### src/rtl/serial_sub_pkg.sv
// rtl/serial_sub_pkg.sv - shared FSM state type and nibble-count helper for serial_sub_ctrl
package serial_sub_pkg;

  typedef enum logic [1:0] {
    IDLE = 2'd0,
    CALC = 2'd1,
    DONE = 2'd2
  } state_t;

  function automatic int num_nib(input int width);
    return width / 4;
  endfunction

endpackage

### src/rtl/sub4_cell.sv
// rtl/sub4_cell.sv - 4-bit subtract-with-borrow cell: {bo, d4} = a4 - b4 - bi
module sub4_cell (
  input  logic [3:0] a4,
  input  logic [3:0] b4,
  input  logic       bi,
  output logic [3:0] d4,
  output logic       bo
);

  // 5-bit difference spans -16..15, so bit 4 is set exactly when the result is negative
  logic [4:0] full;

  assign full = {1'b0, a4} - {1'b0, b4} - {4'b0000, bi};
  assign d4   = full[3:0];
  assign bo   = full[4];

endmodule

### src/rtl/serial_sub_ctrl.sv
// rtl/serial_sub_ctrl.sv - nibble-serial a - b - bin with valid/ready handshakes
// Optional macro SERIAL_SUB_SAT_EN: a negative result reports diff = 0 with borrow = 1.
module serial_sub_ctrl
  import serial_sub_pkg::*;
#(
  parameter int WIDTH = 16
) (
  input  logic             clk,
  input  logic             rst_n,
  input  logic             in_valid,
  output logic             in_ready,
  input  logic [WIDTH-1:0] a,
  input  logic [WIDTH-1:0] b,
  input  logic             bin,
  output logic             out_valid,
  input  logic             out_ready,
  output logic [WIDTH-1:0] diff,
  output logic             borrow,
  output logic             busy
);

  localparam int NUM_NIB = num_nib(WIDTH);
  localparam int CW      = (NUM_NIB > 1) ? $clog2(NUM_NIB) : 1;

  if ((WIDTH < 4) || ((WIDTH % 4) != 0)) begin : g_width_check
    $error("serial_sub_ctrl: WIDTH must be a multiple of 4 and at least 4");
  end

  state_t           state, state_nxt;
  logic [CW-1:0]    cnt;
  logic [WIDTH-1:0] a_q, b_q, res_q, res_nxt, fin, diff_q;
  logic             br_q, borrow_q;
  logic [3:0]       a4, b4, d4;
  logic             bo;
  logic             last, in_fire, out_fire;

  assign last     = (cnt == CW'(NUM_NIB - 1));
  assign in_fire  = in_valid & in_ready;
  assign out_fire = out_valid & out_ready;

  assign a4 = a_q[{cnt, 2'b00} +: 4];
  assign b4 = b_q[{cnt, 2'b00} +: 4];

  sub4_cell u_cell (
    .a4 (a4),
    .b4 (b4),
    .bi (br_q),
    .d4 (d4),
    .bo (bo)
  );

  always_comb begin
    res_nxt = res_q;
    res_nxt[{cnt, 2'b00} +: 4] = d4;
  end

`ifdef SERIAL_SUB_SAT_EN
  assign fin = bo ? '0 : res_nxt;
`else
  assign fin = res_nxt;
`endif

  always_ff @(posedge clk or negedge rst_n) begin
    if (!rst_n) begin
      state <= IDLE;
    end else begin
      state <= state_nxt;
    end
  end

  always_comb begin
    state_nxt = state;
    case (state)
      IDLE:    if (in_fire)  state_nxt = CALC;
      CALC:    if (last)     state_nxt = DONE;
      DONE:    if (out_fire) state_nxt = IDLE;
      default:               state_nxt = IDLE;
    endcase
  end

  always_comb begin
    in_ready  = (state == IDLE);
    out_valid = (state == DONE);
    busy      = (state != IDLE);
  end

  // Partial nibbles build up in res_q; diff only changes when the last nibble lands
  always_ff @(posedge clk or negedge rst_n) begin
    if (!rst_n) begin
      cnt      <= '0;
      a_q      <= '0;
      b_q      <= '0;
      br_q     <= 1'b0;
      res_q    <= '0;
      diff_q   <= '0;
      borrow_q <= 1'b0;
    end else if (in_fire) begin
      a_q  <= a;
      b_q  <= b;
      br_q <= bin;
      cnt  <= '0;
    end else if (state == CALC) begin
      cnt   <= last ? '0 : cnt + CW'(1);
      br_q  <= bo;
      res_q <= res_nxt;
      if (last) begin
        diff_q   <= fin;
        borrow_q <= bo;
      end
    end
  end

  assign diff   = diff_q;
  assign borrow = borrow_q;

endmodule
### config.mk
export PLATFORM = sky130hd
export DESIGN_NAME = serial_sub_ctrl
export DESIGN_NICKNAME = d
export VERILOG_FILES = /design/src/rtl/serial_sub_pkg.sv /design/src/rtl/sub4_cell.sv /design/src/rtl/serial_sub_ctrl.sv
export SDC_FILE = /design/constraint.sdc
export NUM_CORES = 1
export LEC_CHECK = 0
export CAP_MARGIN = 20
export CORE_MARGIN = 2
export CORE_UTILIZATION = 40
export CTS_BUF_LIST = sky130_fd_sc_hd__clkbuf_4 sky130_fd_sc_hd__clkbuf_8
export DETAILED_ROUTE_END_ITERATION = 12
export DONT_BUFFER_PORTS = 1
export GPL_TIMING_DRIVEN = 0
export HOLD_SLACK_MARGIN = 0.06
export MAX_ROUTING_LAYER = met4
export SLEW_MARGIN = 20
export SYNTH_ARGS = -nofsm -noshare
export SYNTH_HDL_FRONTEND = slang
export SYNTH_SLANG_ARGS = --single-unit
### constraint.sdc
create_clock -name clk -period 4.9 [get_ports clk]
set_input_delay 0.735 -clock clk [delete_from_list [all_inputs] [get_ports clk]]
set_output_delay 0.735 -clock clk [all_outputs]
set_load 0.01 [all_outputs]
== Word-level counts from Yosys, hierarchy flattened ==
Cells that the tools add are included.
Storage, ports and cells
  flip-flop bits (word level): 70
  latch bits: 0
  bits in writable memories: 0
  memory bits (read-only): 0
  input bits: 37
  memories: 0
Operators by class
  add/sub/neg operators: 4
  multiply operators: 0
  divide/modulo/power cells: 0
  $lt $le $gt $ge: 0
  eq/ne operators: 6
  shifts and indexed selects: 4
  multiplexer cells: 10
  bitwise logic cells: 3
  reduce and logical (&&, ||, !) cells: 6
Operator list (number)
  variable part select 16 x 5 -> 4 bit: 2
  bitwise mux 16 bit: 1
  variable shift 4 x 6 -> 16 bit, first input constant: 1
  variable part select 4 x 6 -> 16 bit: 1
  2-to-1 mux 2 bit: 6
  negator 4 -> 6 bit: 1
  one-hot mux 2 bit (3 select lines): 1
  AND reduction 3 bit: 2
  subtractor 4 x 4 -> 5 bit: 1
  subtractor 5 x 1 -> 5 bit: 1
  equality test 2 bit, second input constant: 2
  != test 2 x 1 -> 1 bit, second input constant: 2
  nonzero test 2 bit: 2
  adder 2 x 1 -> 2 bit, second input constant: 1
  bitwise AND 1 bit: 2
  equality test 2 x 1 -> 1 bit, second input constant: 1
  zero test 2 bit: 1
  2-to-1 mux 1 bit: 2
  != test 2 bit, second input constant: 1
  AND reduction 2 bit: 1
  NOT 1 bit: 1

== Logic depth before layout (Yosys ltp) ==
Gate-level depths: netlist (run 1).
  word-level depth: 5
  gate-level depth with buffers: 11
  depth with buffers taken out: 9

== Modules after synthesis ==
Synthesis (run 1) repeated with hierarchy kept, for this count alone.
Unflattened totals
  cells, all modules: 266
  area total of the unflattened synthesis: 3465.8 um^2
By module, submodules not included
  serial_sub_ctrl: instances 1, cells an instance 242, area each 3258.1 um^2, sequential area each 1751.7 um^2
  sub4_cell: instances 1, cells an instance 24, area each 207.7 um^2, sequential area each 0.0 um^2

== Worst setup path before layout (run 1) ==
Ideal clock, no wire load.
  path kind: register to register
  start point: register cnt[0]
  end point: register res_q[10]
  data arrival time: 2.587 ns
  setup slack: 2.192 ns
  cell stages (with the launch flop): 11
  buffers on the path: 2
  cell sequence: dfrtp_1 buf_6 buf_2 mux4_2 inv_1 fa_1 inv_1 fa_1 xnor2_1 and2_1 a22o_1
On the way
  word-level cells in the longest chain between the ends: 5
  elaborated cells on any way between the ends: 8
RTL lines
  start: declaration: RTL line serial_sub_ctrl.sv:30  | logic [CW-1:0] cnt;
  start signal: assignment: RTL line serial_sub_ctrl.sv:103  | cnt <= last ? '0 : cnt + CW'(1);
  variable part select 16 x 5 -> 4 bit (on tied branches): RTL line serial_sub_ctrl.sv:41, serial_sub_ctrl.sv:42
  subtractor 4 x 4 -> 5 bit: RTL line sub4_cell.sv:13  | assign full = {1'b0, a4} - {1'b0, b4} - {4'b0000, bi};
  subtractor 5 x 1 -> 5 bit: RTL line sub4_cell.sv:13
  variable part select 4 x 6 -> 16 bit: RTL line serial_sub_ctrl.sv:54  | res_nxt[{cnt, 2'b00} +: 4] = d4;
  bitwise mux 16 bit *: RTL line serial_sub_ctrl.sv:54
  end signal: assignment: RTL line serial_sub_ctrl.sv:105  | res_q <= res_nxt;
  end: declaration: RTL line serial_sub_ctrl.sv:31  | logic [WIDTH-1:0] a_q, b_q, res_q, res_nxt, fin, diff_q;
Every way passes the cells marked *; elsewhere a longest branch is shown, timed or not.
A chain may end at the register's enable or synchronous reset.

== Worst setup path after layout (run 1) ==
Same ends and word-level chain as after synthesis.

==> results.json, run 1 <==
{
  "register_area_um2": 1750,
  "r2r_end": "res_q[10]",
  "grt_use_met3_pct": 3.75,
  "grt.overflow.total": 0,
  "dieArea_um2": 8930,
  "tightest_slew_ns": 0.718,
  "rows": 33,
  "holdWs_ns": 0.0706,
  "drtIter0Drc": 80,
  "cts_tree": "built",
  "setup_violations": 0,
  "ctsResizeCount": 0,
  "ioPinCount": 57,
  "cts_hold_buf": 0,
  "track_usage_pct": 17.9,
  "worst_setup_path_start_kind": "flop",
  "viasPerCell": 5.47,
  "drc": 0,
  "nNetsFinal": 319,
  "cts_setup_buffers": 0,
  "end_kind": "flop",
  "core_area_um2": 8090,
  "min_path_type": "input pin to asynchronous set/reset pin",
  "die_y_um": 94.5,
  "tns_ns": 0,
  "area_growth_pct": 12.2,
  "clk_pin_slew_ns": 0.08,
  "fmax_ghz": 0.294,
  "max_slew_margin_pct": 51.7,
  "r2r-start": "cnt[0]",
  "via_count": 2075,
  "cts.sinks": 70,
  "grt_pass1_vias": 2151,
  "critPathTopFamily": "buffers and inverters",
  "die_w_um": 94.5,
  "diodes": 0,
  "status": "completed",
  "worstPathCellList": "buf_6 -> buf_2 -> mux4_2 -> inv_1 -> fa_1 -> inv_1 -> fa_1 -> xnor2_1 -> and2_1 -> a22o_1",
  "cts_root_buf": "clkbuf_8",
  "ff2ff_path_depth": 10,
  "routed_wl_um": 7010,
  "fin_skew_ns": 0.00777,
  "htree_num_levels": 3,
  "timing_hold_violations_final": 0,
  "clk_path_buf_depth": 2,
  "gp_congestion": 0.826,
  "avgSynthCellArea_um2": 12.7,
  "yosys_warnings": 0,
  "crit_required_ns": 5.19,
  "ant_nets": 0,
  "syn_area_um2": 3280,
  "antenna_found_initial": 0,
  "rsz0062_at_grt": "no",
  "worst-setup-path-type": "flop to flop",
  "numPortBuffers": 0,
  "syn_nets": 307,
  "place_hpwl_um": 4770,
  "slowest_delay_ns": 0.54,
  "drv_slew": 0,
  "grt_first_pass_wirelength_um": 11600,
  "drive_above_1_share_pct": 24.1,
  "nFillCells": 769,
  "synthCells": 258,
  "ff2ff_setup_slack_ns": 1.50,
  "fin_crit_ns": 3.40,
  "firstDrtPassIters": 6,
  "grt_max_degree": 71,
  "worst-path-max-fanout": 10,
  "maxCapViolCount": 0,
  "routedWlPerCell_um": 18.5,
  "critPathArrivalTime_ns": 3.69,
  "synth.distinct_cells": 33,
  "initial_core_util_pct": 40.5,
  "path_buf_inv": 4,
  "seq_area_frac_synth_pct": 53.5,
  "grt.busiest_layer": "met2",
  "crit_slowest_cell": "mux4_2",
  "clk-insertion-delay-late_ns": 0.35,
  "multi_input_area_um2": 1390,
  "grtUsageMet1_pct": 23.9,
  "grt_use_met2_pct": 27.0,
  "synth_seq_cells": 70,
  "period_share_pct": 69.4,
  "cts_made_buffers": 9
}
## through the flow
step / instance area [um2] / std cells / utilization [%] / setup WS, ns
2_1_floorplan: 3280 / 258 / - / 2.19
3_3_place_gp: 3410 / 363 / 42.1 / 1.46
3_5_place_dp: 3410 / 363 / 42.1 / 1.48
4_1_cts: 3670 / 378 / 45.3 / 1.46
5_1_grt: 3680 / 379 / 45.4 / 1.28
6_report: 3680 / 379 / 45.4 / 1.50
## cell usage after synthesis, drive strengths merged
master,n,area (um2)
mux4,8,180
inv,18,67.6
and4b,1,10.0
clkbuf,7,26.3
nor4,1,12.5
xor2,1,8.76
nor4b,2,30.0
ha,10,125
nor3b,5,37.5
nor2b,3,18.8
a22oi,10,75.1
a21oi,8,43.8
fa,2,40.0
nand4b,1,8.76
nand3b,1,7.51
nor2,3,11.3
mux2,33,372
nand3,3,15.0
dfrtp,70,1750
nand2,19,71.3
buf,7,40.0
a32o,8,80.1
o31ai,3,22.5
and2,1,6.26
o21bai,1,7.51
nand2b,3,18.8
o21ai,17,85.1
o22ai,1,6.26
a22o,8,70.1
xnor2,3,26.3
## worst register-to-register path: stages (launching register included)
cell	delay (ns)
dfrtp_1	0.43
buf_6	0.16
buf_2	0.32
mux4_2	0.55
inv_1	0.10
fa_1	0.21
inv_1	0.07
fa_1	0.42
xnor2_1	0.54
and2_1	0.36
a22o_1	0.18
## cell type report
type,instances,share of cell area [%]
Clock buffer,9,3.37
Buffer,14,1.80
Multi-Input combinational cell,156,37.8
Timing Repair Buffer,1,0.272
Tap cell,105,3.57
Inverter,18,1.84
Sequential cell,70,47.7
Clock inverter,6,3.68
## layer usage
layer | routed length, um | vias to the layer above
met5 | 0 | -
met4 | 74 | 0
met3 | 413 | 6
met2 | 3360 | 59
met1 | 3160 | 1054
li1 | - | 956
## worst max path at each step
stage / from / slack [ns] / cells past startpoint / endpoint
global route: cnt[0] / 1.28 / 10 / res_q[10]
floorplan: cnt[0] / 2.19 / 10 / res_q[10]
detailed placement: cnt[0] / 1.48 / 10 / res_q[6]
finish: cnt[0] / 1.50 / 10 / res_q[10]
global placement: cnt[0] / 1.46 / 10 / res_q[6]
CTS: cnt[0] / 1.46 / 10 / res_q[14]
## sequential cells by signal, indices dropped and copies added (netlist names)
| register | cells |
|---|---|
| br_q | 1 |
| res_q | 16 |
| b_q | 16 |
| a_q | 16 |
| borrow | 1 |
| diff | 16 |
| cnt | 2 |
| state | 2 |
## kinds of logic (layout without fill, tap and decap cells)
| group | after synthesis | count (layout) | synth area share [%] |
|---|---|---|---|
| AO/OA/AOI/OAI | 56 | 56 | 11.9 |
| XOR/XNOR | 4 | 4 | 1.07 |
| adder cells (fa/ha/maj) | 12 | 12 | 5.04 |
| buffers and inverters | 32 | 48 | 4.09 |
| flip-flops | 70 | 70 | 53.5 |
| multiplexers | 41 | 41 | 16.8 |
| AND/OR/NAND/NOR | 43 | 43 | 7.56 |
## placed cells by master (no fill, tap or decap), types with 4 or more instances in the layout
cell       count
a21oi_1        7
a22o_1         8
a22oi_1       10
a32o_1         8
buf_2          5
bufinv_16      4
clkbuf_1       7
clkbuf_8       9
dfrtp_1       70
ha_1          10
inv_1         18
mux2_2        33
mux4_2         8
nand2_1       19
nor3b_1        5
o21ai_0       17
Power of run 1 is not shown: default switching activity piles up to over one toggle a cycle in this logic, so the estimate is an artifact.
==> inputs of run 2 (changes only) <==
==> constraint.sdc (replaced) <==
create_clock -name clk -period 3.4 [get_ports clk]
set_input_delay 0.51 -clock clk [delete_from_list [all_inputs] [get_ports clk]]
set_output_delay 0.51 -clock clk [all_outputs]
set_load 0.01 [all_outputs]
==> run 2 against run 1 <==
Sequential cell count unchanged. Critical endpoint unchanged. Clock skew grew 0.0016 ns. Design area rose by 0.82%. Critical path depth is 1 lower. Via count rose by 0.53%. Register-to-register slack got worse by 1.0 ns. Count of clock-buffer cells in the layout unchanged. Die area did not move. Worst hold slack improved by 0.20 ns.
==> results.json, run 2 (same netlist as run 1, synthesis figures left out) <==
{
  "period_share_pct": 85.8,
  "fin_crit_ns": 2.92,
  "track_usage_pct": 18.1,
  "fin_skew_ns": 0.00937,
  "die_w_um": 94.5,
  "die_y_um": 94.5,
  "clk-insertion-delay-late_ns": 0.34,
  "postLayoutCellArea_um2": 3710,
  "crit_required_ns": 3.68,
  "clk_path_buf_depth": 2,
  "nNetsFinal": 319,
  "rows": 33,
  "htree_num_levels": 3,
  "rsz0062_at_grt": "no",
  "core_area_um2": 8090,
  "maxCapViolCount": 0,
  "diodes": 0,
  "via_count": 2086,
  "grt_pass1_vias": 2176,
  "cts_made_buffers": 9,
  "worst-setup-path-type": "flop to flop",
  "drv_slew": 0,
  "ff2ff_setup_slack_ns": 0.48,
  "place_hpwl_um": 4770,
  "tightest_slew_ns": 0.706,
  "cts_tree": "built",
  "worst-path-max-fanout": 15,
  "critPathArrivalTime_ns": 3.20,
  "grt.overflow.total": 0,
  "cts_setup_buffers": 0,
  "drtIter0Drc": 74,
  "dieArea_um2": 8930,
  "final_cell_mix": "70 x dfrtp_1, 33 x mux2_2, 19 x nand2_1, 18 x inv_1, 17 x o21ai_0",
  "grt_first_pass_wirelength_um": 11700,
  "cts.sinks": 70,
  "final_common_cell": "dfrtp_1",
  "initial_core_util_pct": 40.5,
  "viasPerCell": 5.50,
  "status": "completed",
  "setup_violations": 0,
  "timing_hold_violations_final": 0,
  "grt_max_degree": 71,
  "max_slew_margin_pct": 52.5,
  "min_path_type": "input pin to flop",
  "tns_ns": 0,
  "dpl_cell_area_um2": 3410,
  "clk_pin_slew_ns": 0.08,
  "numPortBuffers": 0,
  "area_growth_pct": 13.1,
  "drive_above_1_share_pct": 24.5,
  "fmax_ghz": 0.343,
  "cts_root_buf": "clkbuf_8",
  "routedWlPerCell_um": 18.2,
  "gp_congestion": 0.826,
  "worst_setup_path_start_kind": "flop",
  "routed_wl_um": 6910,
  "drc": 0,
  "ioPinCount": 57,
  "holdWs_ns": 0.268,
  "firstDrtPassIters": 5,
  "ant_nets": 0,
  "end_kind": "flop",
  "antenna_found_initial": 0
}
run 2: worst paths after layout:
path / cells past startpoint / to / from
worst max-delay path: 9 / res_q[10] / cnt[0]
worst min-delay path: 1 / state[1] / out_ready
worst max register to register: 9 / res_q[10] / cnt[0]
worst min register to register: 1 / res_q[4] / res_q[4]
max in group asynchronous: 2 / br_q / rst_n
min in group asynchronous: 2 / res_q[13] / rst_n
run 2: layer usage:
| layer | track usage [%] | up-vias | wire length (um) |
|---|---|---|---|
| met5 | - | - | 0 |
| met4 | 7.13 | 0 | 140 |
| met3 | 3.75 | 12 | 344 |
| met2 | 27.0 | 66 | 3250 |
| met1 | 24.3 | 1054 | 3170 |
| li1 | - | 954 | - |
run 2: area by class of cell:
class,count,area [um2]
Fill cell,767,4390
Sequential cell,70,1750
Multi-Input combinational cell,156,1400
Clock inverter,6,135
Tap cell,105,131
Clock buffer,9,124
Inverter,18,67.6
Buffer,13,61.3
Timing Repair Buffer,2,37.5
run 2: timing repair:
action,in CTS,in global routing
gates resized for setup,1,0
hold buffers,2,0
endpoints found under the hold margin,70,0
pin swaps,0,0
endpoints found under the setup margin,4,3
run 2: critical path, cell delays in order (launching register included):
cell,delay [ns]
dfrtp_1,0.44
buf_6,0.23
mux4_2,0.52
inv_1,0.10
fa_1,0.21
inv_1,0.06
fa_1,0.45
xnor2_2,0.34
and2_1,0.32
a22o_1,0.18
run 2: through the flow:
stage               util, %  instances  setup WS, ns
floorplan                 -        258         0.692
global placement       42.1        363       -0.0361
detailed placement     42.1        363       -0.0212
CTS                    45.9        380         0.160
global route           45.8        379         0.259
finish                 45.8        379         0.483
Power of run 2 is left out for the same reason.
==> inputs of run 3 (changes only) <==
--- a/config.mk
+++ b/config.mk
@@ -14,6 +14,7 @@
 export GPL_TIMING_DRIVEN = 0
 export HOLD_SLACK_MARGIN = 0.06
 export MAX_ROUTING_LAYER = met4
+export SETUP_SLACK_MARGIN = 0.1
 export SLEW_MARGIN = 20
 export SYNTH_ARGS = -nofsm -noshare
 export SYNTH_HDL_FRONTEND = slang
==> results of run 3 <==
The final DEF is identical to that of run 2; final timing and power are the same.
Power of run 3 is left out for the same reason.
